## src/rtl/multi0_initiator_pkg.sv

```systemverilog
`default_nettype none
// ============================================================================
// Module      : multi0_pkg
// Description : Shared types and constants for the start/done initiator.
// Revision    : 1.0 - initial release
// ============================================================================
package multi0_pkg;

  typedef enum logic [2:0] {
    ST_INIT    = 3'd0,
    ST_IDLE    = 3'd1,
    ST_ISSUE   = 3'd2,
    ST_WAIT    = 3'd3,
    ST_RESPOND = 3'd4,
    ST_RECOVER = 3'd5
  } state_t;

  localparam int c_default_width = 32;
  localparam int c_timer_w       = 8;
  localparam int c_count_w       = 16;

endpackage
`default_nettype wire

```

## src/rtl/multi0_initiator_if.sv

```systemverilog
`default_nettype none
// ============================================================================
// Module      : multi0_initiator_if
// Description : Request, response and unit-side signals of the initiator.
// Revision    : 1.0 - initial release
// ============================================================================
interface multi0_initiator_if
  import multi0_pkg::*;
#(
  parameter int WIDTH = c_default_width
);

  logic             req_valid;
  logic             req_ready;
  logic [WIDTH-1:0] req_data;
  logic             rsp_valid;
  logic             rsp_ready;
  logic [WIDTH-1:0] rsp_data;
  logic             rsp_timeout;
  logic             start;
  logic [WIDTH-1:0] inp;
  logic             done;
  logic [WIDTH-1:0] out;
  logic             unit_reset;

  // master: the initiator itself
  modport master (
    input  req_valid, req_data, rsp_ready, done, out,
    output req_ready, rsp_valid, rsp_data, rsp_timeout, start, inp, unit_reset
  );

  // slave: upstream requester, response consumer and the unit combined
  modport slave (
    output req_valid, req_data, rsp_ready, done, out,
    input  req_ready, rsp_valid, rsp_data, rsp_timeout, start, inp, unit_reset
  );

endinterface
`default_nettype wire

```

## src/rtl/multi0_initiator.sv

```systemverilog
`default_nettype none
// ============================================================================
// Module      : multi0_initiator
// Description : Drives one start/done transaction at a time, with timeout
//               and unit recovery reset.
// Revision    : 1.0 - initial release
// ============================================================================
module multi0_initiator
  import multi0_pkg::*;
#(
  parameter int WIDTH   = c_default_width,
  parameter int TIMEOUT = 15
) (
  input  wire logic                 clock,
  input  wire logic                 reset_n,
  multi0_initiator_if.master        bus,
  output logic                      busy,
  output logic                      protocol_err,
  output logic [c_count_w-1:0]      txn_count
);

  // Last WAIT cycle index; TIMEOUT is limited to 1..255 so this fits the timer.
  localparam logic [c_timer_w-1:0] c_limit = c_timer_w'(TIMEOUT - 1);

  state_t                r_state;
  state_t                w_state;
  logic [WIDTH-1:0]      r_inp;
  logic [WIDTH-1:0]      w_inp;
  logic [WIDTH-1:0]      r_rsp_data;
  logic [WIDTH-1:0]      w_rsp_data;
  logic                  r_rsp_timeout;
  logic                  w_rsp_timeout;
  logic                  r_unit_reset;
  logic                  w_unit_reset;
  logic [c_timer_w-1:0]  r_count;
  logic [c_timer_w-1:0]  w_count;
  logic                  r_perr;
  logic                  w_perr;
  logic [c_count_w-1:0]  r_txn;
  logic [c_count_w-1:0]  w_txn;
  logic                  r_busy;
  logic                  w_busy;

  always_ff @(posedge clock or negedge reset_n) begin
    if (!reset_n) begin
      r_state       <= ST_INIT;
      r_inp         <= '0;
      r_rsp_data    <= '0;
      r_rsp_timeout <= 1'b0;
      r_unit_reset  <= 1'b0;
      r_count       <= '0;
      r_perr        <= 1'b0;
      r_txn         <= '0;
      r_busy        <= 1'b0;
    end else begin
      r_state       <= w_state;
      r_inp         <= w_inp;
      r_rsp_data    <= w_rsp_data;
      r_rsp_timeout <= w_rsp_timeout;
      r_unit_reset  <= w_unit_reset;
      r_count       <= w_count;
      r_perr        <= w_perr;
      r_txn         <= w_txn;
      r_busy        <= w_busy;
    end
  end

  always_comb begin
    w_state       = r_state;
    w_inp         = r_inp;
    w_rsp_data    = r_rsp_data;
    w_rsp_timeout = r_rsp_timeout;
    w_unit_reset  = 1'b0;
    w_count       = r_count;
    w_txn         = r_txn;
    // Only WAIT consumes done; anywhere else it is a protocol violation.
    w_perr        = r_perr | (bus.done && (r_state != ST_WAIT));

    case (r_state)
      ST_INIT: begin
        // First INIT cycle raises unit_reset, second leaves for IDLE.
        if (!r_unit_reset) begin
          w_unit_reset = 1'b1;
        end else begin
          w_state = ST_IDLE;
        end
      end
      ST_IDLE: begin
        if (bus.req_valid) begin
          w_inp   = bus.req_data;
          w_state = ST_ISSUE;
        end
      end
      ST_ISSUE: begin
        w_count = '0;
        w_state = ST_WAIT;
      end
      ST_WAIT: begin
        // done takes priority over a coincident timeout.
        if (bus.done) begin
          w_rsp_data    = bus.out;
          w_rsp_timeout = 1'b0;
          w_state       = ST_RESPOND;
        end else if (r_count == c_limit) begin
          w_rsp_data    = '0;
          w_rsp_timeout = 1'b1;
          w_state       = ST_RESPOND;
        end else begin
          w_count = r_count + c_timer_w'(1);
        end
      end
      ST_RESPOND: begin
        if (bus.rsp_ready) begin
          if (r_rsp_timeout) begin
            w_unit_reset = 1'b1;
            w_state      = ST_RECOVER;
          end else begin
            w_txn   = r_txn + c_count_w'(1);
            w_state = ST_IDLE;
          end
        end
      end
      ST_RECOVER: begin
        w_state = ST_IDLE;
      end
      default: begin
        w_state = ST_INIT;
      end
    endcase

    w_busy = (w_state != ST_IDLE);
  end

  assign bus.req_ready   = (r_state == ST_IDLE);
  assign bus.rsp_valid   = (r_state == ST_RESPOND);
  assign bus.start       = (r_state == ST_ISSUE);
  assign bus.rsp_data    = r_rsp_data;
  assign bus.rsp_timeout = r_rsp_timeout;
  assign bus.inp         = r_inp;
  assign bus.unit_reset  = r_unit_reset;
  assign busy            = r_busy;
  assign protocol_err    = r_perr;
  assign txn_count       = r_txn;

endmodule
`default_nettype wire
```

## src/flat_wrapper.sv

```systemverilog
// flat-port wrapper written by rule: the top's interface ports become plain ports
module multi0_initiator_flat import multi0_pkg::*;
#(
  parameter int WIDTH   = c_default_width,
  parameter int TIMEOUT = 15
)
  (clock, reset_n, busy, protocol_err, txn_count, bus_req_valid, bus_req_data, bus_rsp_ready, bus_done, bus_out, bus_req_ready, bus_rsp_valid, bus_rsp_data, bus_rsp_timeout, bus_start, bus_inp, bus_unit_reset);
  multi0_initiator_if #(.WIDTH(WIDTH)) bus_i ();
  input  wire logic clock;
  input  wire logic reset_n;
  output logic busy;
  output logic protocol_err;
  output logic [c_count_w-1:0] txn_count;
  input wire logic [$bits(bus_i.req_valid)-1:0] bus_req_valid;
  input wire logic [$bits(bus_i.req_data)-1:0] bus_req_data;
  input wire logic [$bits(bus_i.rsp_ready)-1:0] bus_rsp_ready;
  input wire logic [$bits(bus_i.done)-1:0] bus_done;
  input wire logic [$bits(bus_i.out)-1:0] bus_out;
  output wire logic [$bits(bus_i.req_ready)-1:0] bus_req_ready;
  output wire logic [$bits(bus_i.rsp_valid)-1:0] bus_rsp_valid;
  output wire logic [$bits(bus_i.rsp_data)-1:0] bus_rsp_data;
  output wire logic [$bits(bus_i.rsp_timeout)-1:0] bus_rsp_timeout;
  output wire logic [$bits(bus_i.start)-1:0] bus_start;
  output wire logic [$bits(bus_i.inp)-1:0] bus_inp;
  output wire logic [$bits(bus_i.unit_reset)-1:0] bus_unit_reset;
  assign bus_i.req_valid = bus_req_valid;
  assign bus_i.req_data = bus_req_data;
  assign bus_i.rsp_ready = bus_rsp_ready;
  assign bus_i.done = bus_done;
  assign bus_i.out = bus_out;
  assign bus_req_ready = bus_i.req_ready;
  assign bus_rsp_valid = bus_i.rsp_valid;
  assign bus_rsp_data = bus_i.rsp_data;
  assign bus_rsp_timeout = bus_i.rsp_timeout;
  assign bus_start = bus_i.start;
  assign bus_inp = bus_i.inp;
  assign bus_unit_reset = bus_i.unit_reset;
  multi0_initiator #(.WIDTH(WIDTH), .TIMEOUT(TIMEOUT)) u_core (.clock(clock), .reset_n(reset_n), .bus(bus_i), .busy(busy), .protocol_err(protocol_err), .txn_count(txn_count));
endmodule
```

## config.mk

```make
export PLATFORM = sky130hd
export DESIGN_NAME = multi0_initiator_flat
export DESIGN_NICKNAME = d
export VERILOG_FILES = /design/src/rtl/multi0_initiator_pkg.sv /design/src/rtl/multi0_initiator_if.sv /design/src/rtl/multi0_initiator.sv /design/src/flat_wrapper.sv
export SDC_FILE = /design/constraint.sdc
export NUM_CORES = 1
export LEC_CHECK = 0
export BUFFER_PORTS_ARGS = -buffer_cell sky130_fd_sc_hd__buf_4
export CAP_MARGIN = 20
export CORE_MARGIN = 4
export CORE_UTILIZATION = 40
export CTS_BUF_LIST = sky130_fd_sc_hd__clkbuf_16
export CTS_CLUSTER_DIAMETER = 120
export CTS_CLUSTER_SIZE = 12
export DETAILED_ROUTE_END_ITERATION = 8
export HOLD_SLACK_MARGIN = 0.12
export PLACE_DENSITY = 0.67
export SETUP_SLACK_MARGIN = 0.4
export SYNTH_ARGS = -nofsm -noshare
export SYNTH_HDL_FRONTEND = slang
export SYNTH_SLANG_ARGS = --single-unit
```

## constraint.sdc

```tcl
create_clock -name clock -period 2.3 [get_ports clock]
set_input_delay 0.46 -clock clock [delete_from_list [all_inputs] [get_ports clock]]
set_output_delay 0.46 -clock clock [all_outputs]
set_load 0.02 [all_outputs]
```

# Word level (Yosys, flattened, before mapping)
# Index checks and enable logic that the tools add are counted.
dict set report classes {
  n_addsub 2
  mul 0
  n_div 0
  order_cmp 0
  eq_ne 10
  shift 0
  mux 18
  n_bitwise 2
  n_reduce_logical 8
}
# cell count
set op_table {}
lappend op_table {{32-bit 2-to-1 mux} 2}
lappend op_table {{3-bit 2-to-1 mux} 6}
lappend op_table {{3-bit one-hot mux with 6 select lines} 1}
lappend op_table {{16-bit by 1-bit adder with 16-bit output, second input constant} 1}
lappend op_table {{8-bit 2-to-1 mux} 2}
lappend op_table {{8-bit one-hot mux with 2 select lines} 1}
lappend op_table {{8-bit by 1-bit adder with 8-bit output, second input constant} 1}
lappend op_table {{8-bit by 4-bit == test with 1-bit output, second input constant} 1}
lappend op_table {{3-bit by 2-bit == test with 1-bit output, second input constant} 2}
lappend op_table {{3-bit == test, second input constant} 2}
lappend op_table {{3-bit AND reduction} 2}
lappend op_table {{1-bit 2-to-1 mux} 5}
lappend op_table {{2-bit != test, second input constant} 2}
lappend op_table {{2-bit AND reduction} 2}
lappend op_table {{2-bit nonzero test} 2}
lappend op_table {{3-bit by 1-bit == test with 1-bit output, second input constant} 1}
lappend op_table {{3-bit zero test} 1}
lappend op_table {{3-bit by 1-bit != test with 1-bit output, second input constant} 1}
lappend op_table {{3-bit by 2-bit != test with 1-bit output, second input constant} 1}
lappend op_table {{1-bit one-hot mux with 2 select lines} 1}
lappend op_table {{1-bit logical AND} 1}
lappend op_table {{1-bit inverter} 1}
lappend op_table {{1-bit OR} 1}
dict set report word_totals {
  regBits 95
  latch_bits 0
  ramBits 0
  romBits 0
  in_bits 69
  out_inout_bits 87
  elab_cells 49
  mem_count 0
}

# Depth between registers and ports, before layout
# Gate-level depths: netlist (run 1).
dict set report depth {
  depth_word 5
  ltp_mapped 7
  depth_no_buf 6
}

# Worst setup path after synthesis (run 1)
# OpenSTA, ideal clock, no wires.
dict set report synth_path {
  path_type {register to register}
  from {register u_core.r_state[1]}
  to {register u_core.r_txn[13], in the netlist u_core.txn_count[13]}
  setup_ns 0.129
  arrival_time_ns 1.644
  required_ns 2.171
  path_slack_ns 0.527
  path_stages_with_launch 7
  path_buffers 2
  synth_period_minus_slack_ns 1.773
  cell_sequence {dfrtp_1 > buf_2 > nor3b_2 > and4_1 > buf_2 > nand4_1 > xnor2_1}
}
dict set report synth_via {
  elab_chain_cells 2
}
# item line_no
set synth_lines {}
lappend synth_lines {{from (decl)} multi0_initiator.sv:25} ;# state_t r_state;
lappend synth_lines {{from (signal assigned)} multi0_initiator.sv:56} ;# r_state <= w_state;
lappend synth_lines {{3-bit == test} --}
lappend synth_lines {{named net bus_rsp_valid} flat_wrapper.sv:20} ;# output wire logic [$bits(bus_i.rsp_valid)-1:0] bus_rsp_valid;
lappend synth_lines {{3-bit AND reduction (no line)} --}
lappend synth_lines {{to (signal assigned)} multi0_initiator.sv:63} ;# r_txn <= w_txn;
lappend synth_lines {{to (decl)} multi0_initiator.sv:39} ;# logic [c_count_w-1:0] r_txn;
# The timed path passes the listed nets, and every way through them passes these cells.
# A chain may end at the register's enable or synchronous reset.

# Final worst setup path (run 1)
dict set report layout_path {
  from {register u_core.r_state[0]}
  to {output bus_start}
}
dict set report layout_via {
  elab_chain_cells 1
}
# item line_no
set layout_lines {}
lappend layout_lines {{3-bit by 2-bit == test with 1-bit output} multi0_initiator.sv:136} ;# assign bus.start = (r_state == ST_ISSUE);
lappend layout_lines {{to (decl)} flat_wrapper.sv:23} ;# output wire logic [$bits(bus_i.start)-1:0] bus_start;
# Every way passes these cells.

==> out/summary.txt, run 1 <==
Status: completed
Top cell type's share of synthesized area: 0.617
Drt pass-1 iters: 4
Gpl congestion: 0.755
Pins over their slew limit: 0
Antenna violations before repair: 0
First-pass GRT wire length: 14,300 um
Clock-pin slew on the worst setup and hold paths: 70 ps
Total congestion overflow: 0
Minimum clock period: 1840 ps
Synth top area cells: dfrtp_1, mux2_1, a22o_1
Crit path kind: flip-flop to output pin
Top cells by count, synth: dfrtp_1, mux2_1, a22o_1
DR iter-0 viols: 88
Max Cap Viol: 0
Htree depth: 3
Largest stage delay on the critical path: 420 ps
Sink Count: 95
Ratio of cells with drive above 1 in the final layout: 0.432
Ant diodes: 0
Post-route DRC violation count: 0
Critical path's top delay family: simple AND/OR/NAND/NOR gates
Dominant cell by count in the synthesized netlist: dfrtp_1
LEAKAGE: 0.00273 uW
Std-Cell Rows: 35
Via density: 4.85
Ys Warns: 0
Fmax: 543 MHz
Async S/R FF share, synth: 1.00
WL final: 8720 um
Power Dens Cells: 1290 nW/um2
Worst endpoint required time: 1840 ps
Final period util: 0.801
Vias in the first global route: 2,905
DRT antenna net count: 0
Syn Nets: 355
Avg Inst Size Synth: 13.6 um2
Synth Register Bits: 95
Hold path cells: 2
RSZ-0062 raised after global routing: false
Seq/Total Area, Yosys: 0.617
Arrival time worst endpoint: 1380 ps
Final Hold Fails: 0
Setup TNS: 0 ps
CP bufs+invs: 2
Critical path depth: 3
Top FF cell, synth: dfrtp_1
Hold Slack: 341 ps
Clock Skew: 8.76 ps
Skew-Pair Late Insertion Delay: 330 ps
Max Fanout on Critical Path: 6
Crit path max-delay cell type: or3b_4
Die area: 11,300 um2
Total CTS buffers: 9
Port bufs: 155
Min-delay worst type: input port to flip-flop
Die W: 106 um
Core ar.: 9330 um2
Relative slew slack: 0.559
Post-layout util: 0.595
Die Ht: 106 um
Cell Chain, Critical Path: or3b_4 > inv_4 > buf_4
Nets@finish: 523
Avg WL per Cell: 14.9 um
CP endpoint kind: output pin
Pwr Total: 7130 uW
Pin count of the biggest net entering global routing: 62
Synth unique cells: 43
Post-Syn Area: 3850 um2
P&R area growth vs syn: 43.9%
CTS tree: done
Peak supply drop: 0.000595 V
Startpoint Class: flip-flop
Post-synth EDFFs: 0
Cell taking the most area after synthesis: dfrtp_1
HPWL after DPL: 6360 um
R2R depth: 5
Initial Util: 0.413
DR vias: 2,837
Clock root cell: clkbuf_16
Least-Margin Pin Slew: 656 ps
GRT Total Usage: 0.157
Num ports: 156
Number of setup violations in the final report: 0
Clock Tree Buf Depth: 2
Synth Instances: 283
## what timing repair did
item,in CTS,in global routing
endpoints found under the setup margin,2,34
setup buffers,6,4
hold buffers,1,0
gates resized for setup,6,0
hold endpoints to repair,34,0
pin swaps,1,1
## per-stage QoR
stage	worst slack, ps	instance area (um2)	cells
finish	459	5550	585
global placement	457	5160	558
CTS	435	5520	581
global route	400	5550	585
detailed placement	420	5160	558
floorplan	527	3850	283
## power breakdown
group,internal [uW],switching [uW]
Combinational,1490,1580
Sequential,2290,340
Clock,833,595
## cell usage in the layout, fill, tap and decap left out, types with 5 or more instances in the layout
cell       count
nand3_1        5
mux2_1        33
inv_1          6
buf_4        170
clkbuf_16      9
nand2_1       16
nand4_1        8
a22o_1        32
xnor2_1       15
nor2_1         9
dfrtp_1       92
## layer usage
metal	up-vias	share of wire	wire, um	GRT usage
met5	-	0	0	0
met4	0	0.0083	72	0.0416
met3	8	0.093	808	0.0546
met2	107	0.46	4010	0.247
met1	1365	0.44	3820	0.207
li1	1357	-	-	-
## cell families after synthesis
| group | share of synthesized area |
|---|---|
| flip-flops | 0.617 |
| AND/OR/NAND/NOR | 0.0961 |
| AO/OA/AOI/OAI | 0.107 |
| multiplexers | 0.105 |
| buffers and inverters | 0.0289 |
| XOR/XNOR | 0.0364 |
| adder cells (fa/ha/maj) | 0.00974 |
## path summary, 6_finish.rpt
| path | from | endpoint | slack, ps |
|---|---|---|---|
| worst max-delay path | u_core.r_state[0] | bus_start | 460 |
| worst min-delay path | bus_out[19] | u_core.bus.rsp_data[19] | 340 |
| worst max register to register | u_core.r_state[2] | u_core.r_count[3] | 480 |
| worst min register to register | u_core.protocol_err | u_core.protocol_err | 470 |
| max in group asynchronous | reset_n | u_core.r_state[0] | 1000 |
| min in group asynchronous | reset_n | u_core.bus.rsp_data[6] | 610 |
## final cells by class
| type | instances | area [um2] |
|---|---|---|
| Clock buffer | 9 | 225 |
| Clock inverter | 7 | 65.1 |
| Fill cell | 791 | 3780 |
| Inverter | 6 | 25.0 |
| Multi-Input combinational cell | 167 | 1380 |
| Sequential cell | 95 | 2380 |
| Tap cell | 129 | 161 |
| Timing Repair Buffer | 172 | 1310 |
## state kept, by name, indices dropped and copies added (netlist names)
| register | cells |
|---|---|
| u_core.busy | 1 |
| u_core.bus.unit_reset | 1 |
| u_core.r_state | 3 |
| u_core.txn_count | 16 |
| u_core.bus.rsp_data | 32 |
| u_core.r_count | 8 |
| u_core.protocol_err | 1 |
| u_core.bus.inp | 32 |
| u_core.bus.rsp_timeout | 1 |
Power figures use the tool's default switching activity.
==> inputs of run 2 (changes only) <==
Settings changed: ABC_AREA from default to 1, PLACE_DENSITY 0.67 to 0.68.
Clock period 2.3 ns to 1.5 ns, I/O delays scaled along.
==> run 2 against run 1 <==
Net effect: global-route usage rose by 6.4 points; cell count up 61%; count of clock-buffer cells in the layout unchanged; the run now ends with negative setup slack left; combinational power rose to 3.0 times the previous value; first-iteration DRC count increased to 2.7 times the previous value; non-clock buffer count increased by 118; largest power group unchanged; sequential share of layout area down 14 points; highest routed layer unchanged; wire length rose by 75%; clock power is 51% higher; design area up 47%; synthesized cell count rose by 83%; setup slack worse by 520 ps.
==> out/summary.txt, run 2 <==
GRT Total Usage: 0.221
Total CTS buffers: 9
R2r startpoint: u_core.r_count[0]
Startpoint Class: flip-flop
P&R area growth vs syn: 88.8%
Crit path kind: flip-flop to output pin
Antenna violations before repair: 0
Max Fanout on Critical Path: 3
Commonest non-fill, non-tap cell in the layout: buf_4
Syn Nets: 591
Fmax: 640 MHz
Clock root cell: clkbuf_16
DRT antenna net count: 0
Switch share: 0.403
Die W: 112 um
Status: complete, but fails checks
Internal power: 9500 uW
Avg Inst Size Synth: 8.31 um2
CP bufs+invs: 2
Ratio of cells with drive above 1 in the final layout: 0.577
Skew-Pair Late Insertion Delay: 340 ps
Pins over their slew limit: 0
Flop pwr share: 0.282
Ys Warns: 0
CP endpoint kind: output pin
CTS tree: done
First-pass GRT wire length: 22,600 um
Die area: 12,500 um2
Port bufs: 155
Dominant cell by count in the synthesized netlist: nand2_1
# placed instances: 812
Relative slew slack: 0.749
Largest stage delay on the critical path: 440 ps
Top FF cell, synth: dfrtp_1
Vias in the first global route: 4,715
Avg WL per Cell: 16.2 um
Core ar.: 10,400 um2
Sink Count: 95
Worst endpoint required time: 1200 ps
Pwr Total: 15,900 uW
Worst reg2reg setup slack: -60 ps
WL final: 15,300 um
Clock-pin slew on the worst setup and hold paths: 70 ps
LEAKAGE: 0.00412 uW
Num ports: 156
Max Cap Viol: 0
Critical path's top delay family: flip-flops
Peak supply drop: 0.00145 V
Cell taking the most area after synthesis: dfrtp_1
Uppermost routed layer: met4
Post-Syn Area: 4310 um2
Clock share of power: 0.136
Total congestion overflow: 0
Power Dens Cells: 1960 nW/um2
Synth unique cells: 29
RSZ-0062 raised after global routing: true
Number of setup violations in the final report: 42
Minimum clock period: 1560 ps
Hold path cells: 3
Initial Util: 0.414
Most frequent cells in the layout: buf_4, nand2_1, buf_6, dfrtp_1, nand2_2
Critical path depth: 3
Met2 wire len: 8220 um
Arrival time worst endpoint: 1260 ps
Failing checks: negative setup slack
Std-Cell Rows: 37
Seq/Total Area, Yosys: 0.551
Min-delay worst type: input port to flip-flop
Clock Skew: 12.8 ps
Async S/R FF share, synth: 1.00
Non-Filler Instances: 943
Nets@finish: 874
Dpl ws: 65.0 ps
Met1 WL: 5760 um
Final period util: 1.04
Top cells by count, synth: nand2_1, dfrtp_1, nand3_1
Worst r2r dst: u_core.bus.rsp_data[14]
Hold Slack: 152 ps
Setup WS post-layout: -61.4 ps
Least-Margin Pin Slew: 372 ps
Via density: 4.92
HPWL after DPL: 8340 um
Post-synth EDFFs: 0
Drt pass-1 iters: 4
Clock Tree Buf Depth: 2
Post-layout util: 0.781
HP Start: bus_out[21]
Synth Register Bits: 95
Combinational share of power: 0.583
Cell Chain, Critical Path: inv_4 > nor3_4 > buf_6
Met3 Routed Length: 1070 um
DR vias: 4,639
Synth Instances: 519
Post-route DRC violation count: 0
Die Ht: 112 um
Synth top area cells: dfrtp_1, nand2_1, nand3_1
Top cell type's share of synthesized area: 0.551
R2R depth: 9
Gpl congestion: 0.849
Ant diodes: 0
Worst Hold Path EP: u_core.bus.rsp_data[21]
Net switching power figure: 6420 uW
Pin count of the biggest net entering global routing: 34
DR iter-0 viols: 234
Htree depth: 3
Final Hold Fails: 0
Crit path max-delay cell type: dfrtp_2
run 2: what timing repair did:
action                     CTS  global route
buffers inserted            64            41
resized for setup          223            92
hold endpoints to repair    91             0
cloned                       8             1
hold buffers                 1             0
setup endpoints to repair  181           182
pin swaps                   50            44
run 2: cell families (layout without fill, tap and decap cells):
kind of cell	count (synthesis)	count (layout)	synth area share
and+or+nand+nor	349	350	0.347
xor gates and xnor gates	10	10	0.0203
adders and majority gates	3	3	0.00871
buffers and inverters	45	332	0.0508
AOI/OAI and AO/OA	17	17	0.0218
DFF	95	95	0.551
run 2: worst max path at each step:
stage | start | end | slack (ps)
after global routing | u_core.r_count[0] | u_core.bus.rsp_data[4] | -130
after global placement | u_core.txn_count[0] | u_core.txn_count[8] | 120
after CTS | u_core.r_state[0] | bus_req_ready | -90
after floorplan | u_core.txn_count[0] | u_core.txn_count[8] | 120
after detailed placement | u_core.txn_count[0] | u_core.txn_count[8] | 60
final | u_core.r_state[1] | bus_start | -60
run 2: per-layer routing:
| layer | up-vias | GRT usage |
|---|---|---|
| met3 | 23 | 0.0620 |
| met5 | - | 0 |
| met2 | 165 | 0.383 |
| li1 | 2198 | - |
| met4 | 0 | 0.0762 |
| met1 | 2253 | 0.263 |
run 2: power by group through the flow:
stage | clock network, uW | registers [uW] | logic, uW
6_report | 2160 | 4480 | 9270
5_1_grt | 2290 | 4590 | 9840
4_1_cts | 2170 | 4450 | 7610
2_1_floorplan | 0 | 5310 | 1810
3_5_place_dp | 0 | 4260 | 5190
3_3_place_gp | 0 | 4240 | 5090
run 2: final cells by class:
class                           instances  area (um2)
Timing Repair Buffer                  290        2820
Sequential cell                        95        2390
Multi-Input combinational cell        380        2370
Fill cell                             614        2280
Clock buffer                            9         225
Tap cell                              136         170
Inverter                               26         108
Clock inverter                          7        46.3
run 2: per-stage QoR:
stage          setup TNS, ps  area [um2]
3_3_place_gp               0        5770
3_5_place_dp               0        5770
5_1_grt                -4420        8140
6_report               -1430        8140
4_1_cts                 -138        7450
2_1_floorplan              0        4380
run 2: worst register-to-register path: stages, from the launching register on:
cell	delay [ps]
dfrtp_1	380
inv_1	70
ha_2	170
nand4_1	180
nor2_4	190
nor2_4	80
buf_6	140
buf_16	130
nand2_2	40
nand2_1	60
==> inputs of run 3 (changes only) <==
Settings changed: SLEW_MARGIN from default to 25, TNS_END_PERCENT from default to 30.
==> run 3 against run 2 <==
Net effect: hold slack improved by 11 ps; sequential share of layout area increased by 4.7 points; wire length decreased by 19%; highest routed layer unchanged; global-route usage fell by 2.7 points; critical path depth grew 1; the run still ends with negative setup slack left; register-to-register slack better by 60 ps; clock skew shrank 4.0 ps.
==> out/summary.txt, run 3 (synthesis results as in run 2) <==
Clock root cell: clkbuf_16
Fillers: 831
Post-route DRC violation count: 0
Relative slew slack: 0.682
Arrival time worst endpoint: 1250 ps
Htree depth: 3
Register area: 2400 um2
Most frequent cells in the layout: nand2_1, buf_4, buf_6, dfrtp_1, nand3_1
Failing checks: negative setup slack
Pins over their slew limit: 0
Gpl congestion: 0.848
Skew-Pair Late Insertion Delay: 330 ps
Largest stage delay on the critical path: 380 ps
CP endpoint kind: output pin
HPWL after DPL: 8160 um
Sink Count: 95
Ratio of cells with drive above 1 in the final layout: 0.441
Crit path kind: flip-flop to output pin
Std-Cell Rows: 37
Setup TNS: -66.5 ps
Startpoint Class: flip-flop
Max Fanout on Critical Path: 3
Number of setup violations in the final report: 3
Clock share of power: 0.170
Worst reg2reg setup slack: 0 ps
Avg WL per Cell: 14.5 um
Hold path cells: 3
CTS tree: done
Clock Tree Buf Depth: 2
Via density: 4.89
Die area: 12,500 um2
WL final: 12,400 um
Die W: 112 um
Least-Margin Pin Slew: 472 ps
Drt pass-1 iters: 4
Core ar.: 10,400 um2
LEAKAGE: 0.00356 uW
DR vias: 4,191
Cell Chain, Critical Path: inv_2 > nor3_4 > buf_12 > buf_8
Ant diodes: 0
Final period util: 1.04
Combinational share of power: 0.494
Min-delay worst type: input port to flip-flop
Worst endpoint required time: 1200 ps
Num ports: 156
Max Cap Viol: 0
Vias in the first global route: 4,141
Nets@finish: 788
Clock Skew: 8.78 ps
R2R depth: 9
HP Start: bus_out[22]
Multi-input logic area: 2040 um2
RSZ-0062 raised after global routing: true
GRT Total Usage: 0.193
Worst r2r dst: u_core.bus.rsp_data[15]
Status: complete, but fails checks
Switch share: 0.397
Minimum clock period: 1550 ps
Total CTS buffers: 9
Dpl ws: -171 ps
Power Dens Cells: 1920 nW/um2
Flop pwr share: 0.336
Initial Util: 0.414
Die Ht: 112 um
Commonest non-fill, non-tap cell in the layout: nand2_1
Worst Hold Path EP: u_core.bus.rsp_data[22]
Final Hold Fails: 0
Net switching power figure: 5350 uW
Peak supply drop: 0.00107 V
DRT antenna net count: 0
Hold Slack: 163 ps
Internal power: 8140 uW
DR iter-0 viols: 220
Clock-pin slew on the worst setup and hold paths: 70 ps
Setup WS post-layout: -53.7 ps
Antenna violations before repair: 0
R2r startpoint: u_core.r_count[0]
Port bufs: 155
Total congestion overflow: 0
Pin count of the biggest net entering global routing: 59
Crit path max-delay cell type: dfrtp_2
Critical path origin: u_core.r_state[0]
Post-layout util: 0.676
P&R area growth vs syn: 63.3%
First-pass GRT wire length: 20,000 um
Fmax: 644 MHz
## run 3: changes by cell type in the layout (fill, tap and decap cells not counted), moves of 4 or more
cell     before  now
buf_16        6    1
dfrtp_2      13   17
buf_4       166  102
nand2_2      71   39
nand2_1     135  196
dfrtp_1      82   78
nand2_4      39   13
buf_6       108   86
## run 3: repair_timing
| action | CTS | global route |
|---|---|---|
| gates cloned | 6 | 2 |
| buffers inserted | 16 | 5 |
| resized for setup | 159 | 36 |
| pin swaps | 29 | 21 |
| setup endpoints to repair | 182 | 182 |
| hold buffers | 1 | 0 |
| hold endpoints to repair | 95 | 0 |
## run 3: per-layer routing
layer,up-vias,track usage,part of all wire,wire [um]
li1,2026,-,-,-
met3,17,0.0538,0.082,1020
met2,156,0.326,0.50,6260
met4,0,0.0511,0.015,187
met5,-,0,0,0
met1,1992,0.246,0.40,4970
## run 3: worst max path at each step
stage / to / slack (ps) / cells past startpoint
finish: bus_req_ready / -50 / 4
CTS: bus_req_ready / -70 / 4
floorplan: u_core.txn_count[8] / 120 / 7
global route: bus_req_ready / -130 / 4
global placement: u_core.busy / -90 / 6
detailed placement: u_core.busy / -170 / 6
## run 3: power by group through the flow
stage / logic, uW / clock network (uW) / registers (uW)
after global placement: 5070 / 0 / 4250
after CTS: 6480 / 2330 / 4440
after floorplan: 1720 / 0 / 5310
after global routing: 7180 / 2450 / 4650
after detailed placement: 5170 / 0 / 4280
final: 6670 / 2290 / 4530
## run 3: area by class of cell
type,count,share of cell area
clock buffers,9,0.0320
repair buffers,202,0.288
clock inverters,7,0.0103
inverters,26,0.0146
multi-input cells,382,0.290
well taps,136,0.0242
flip-flops and latches,95,0.341
## run 3: through the flow
step / instances / area, um2 / power, uW
finish: 857 / 7040 / 13500
global route: 857 / 7040 / 14300
CTS: 850 / 6850 / 13300
detailed placement: 811 / 5750 / 9450
global placement: 811 / 5750 / 9320
floorplan: 519 / 4330 / 7040
## run 3: critical path, delay by kind of cell (launching register included)
kind	cells	cell delay [ps]
DFF	1	380
and+or+nand+nor	1	240
buffers and inverters	3	300
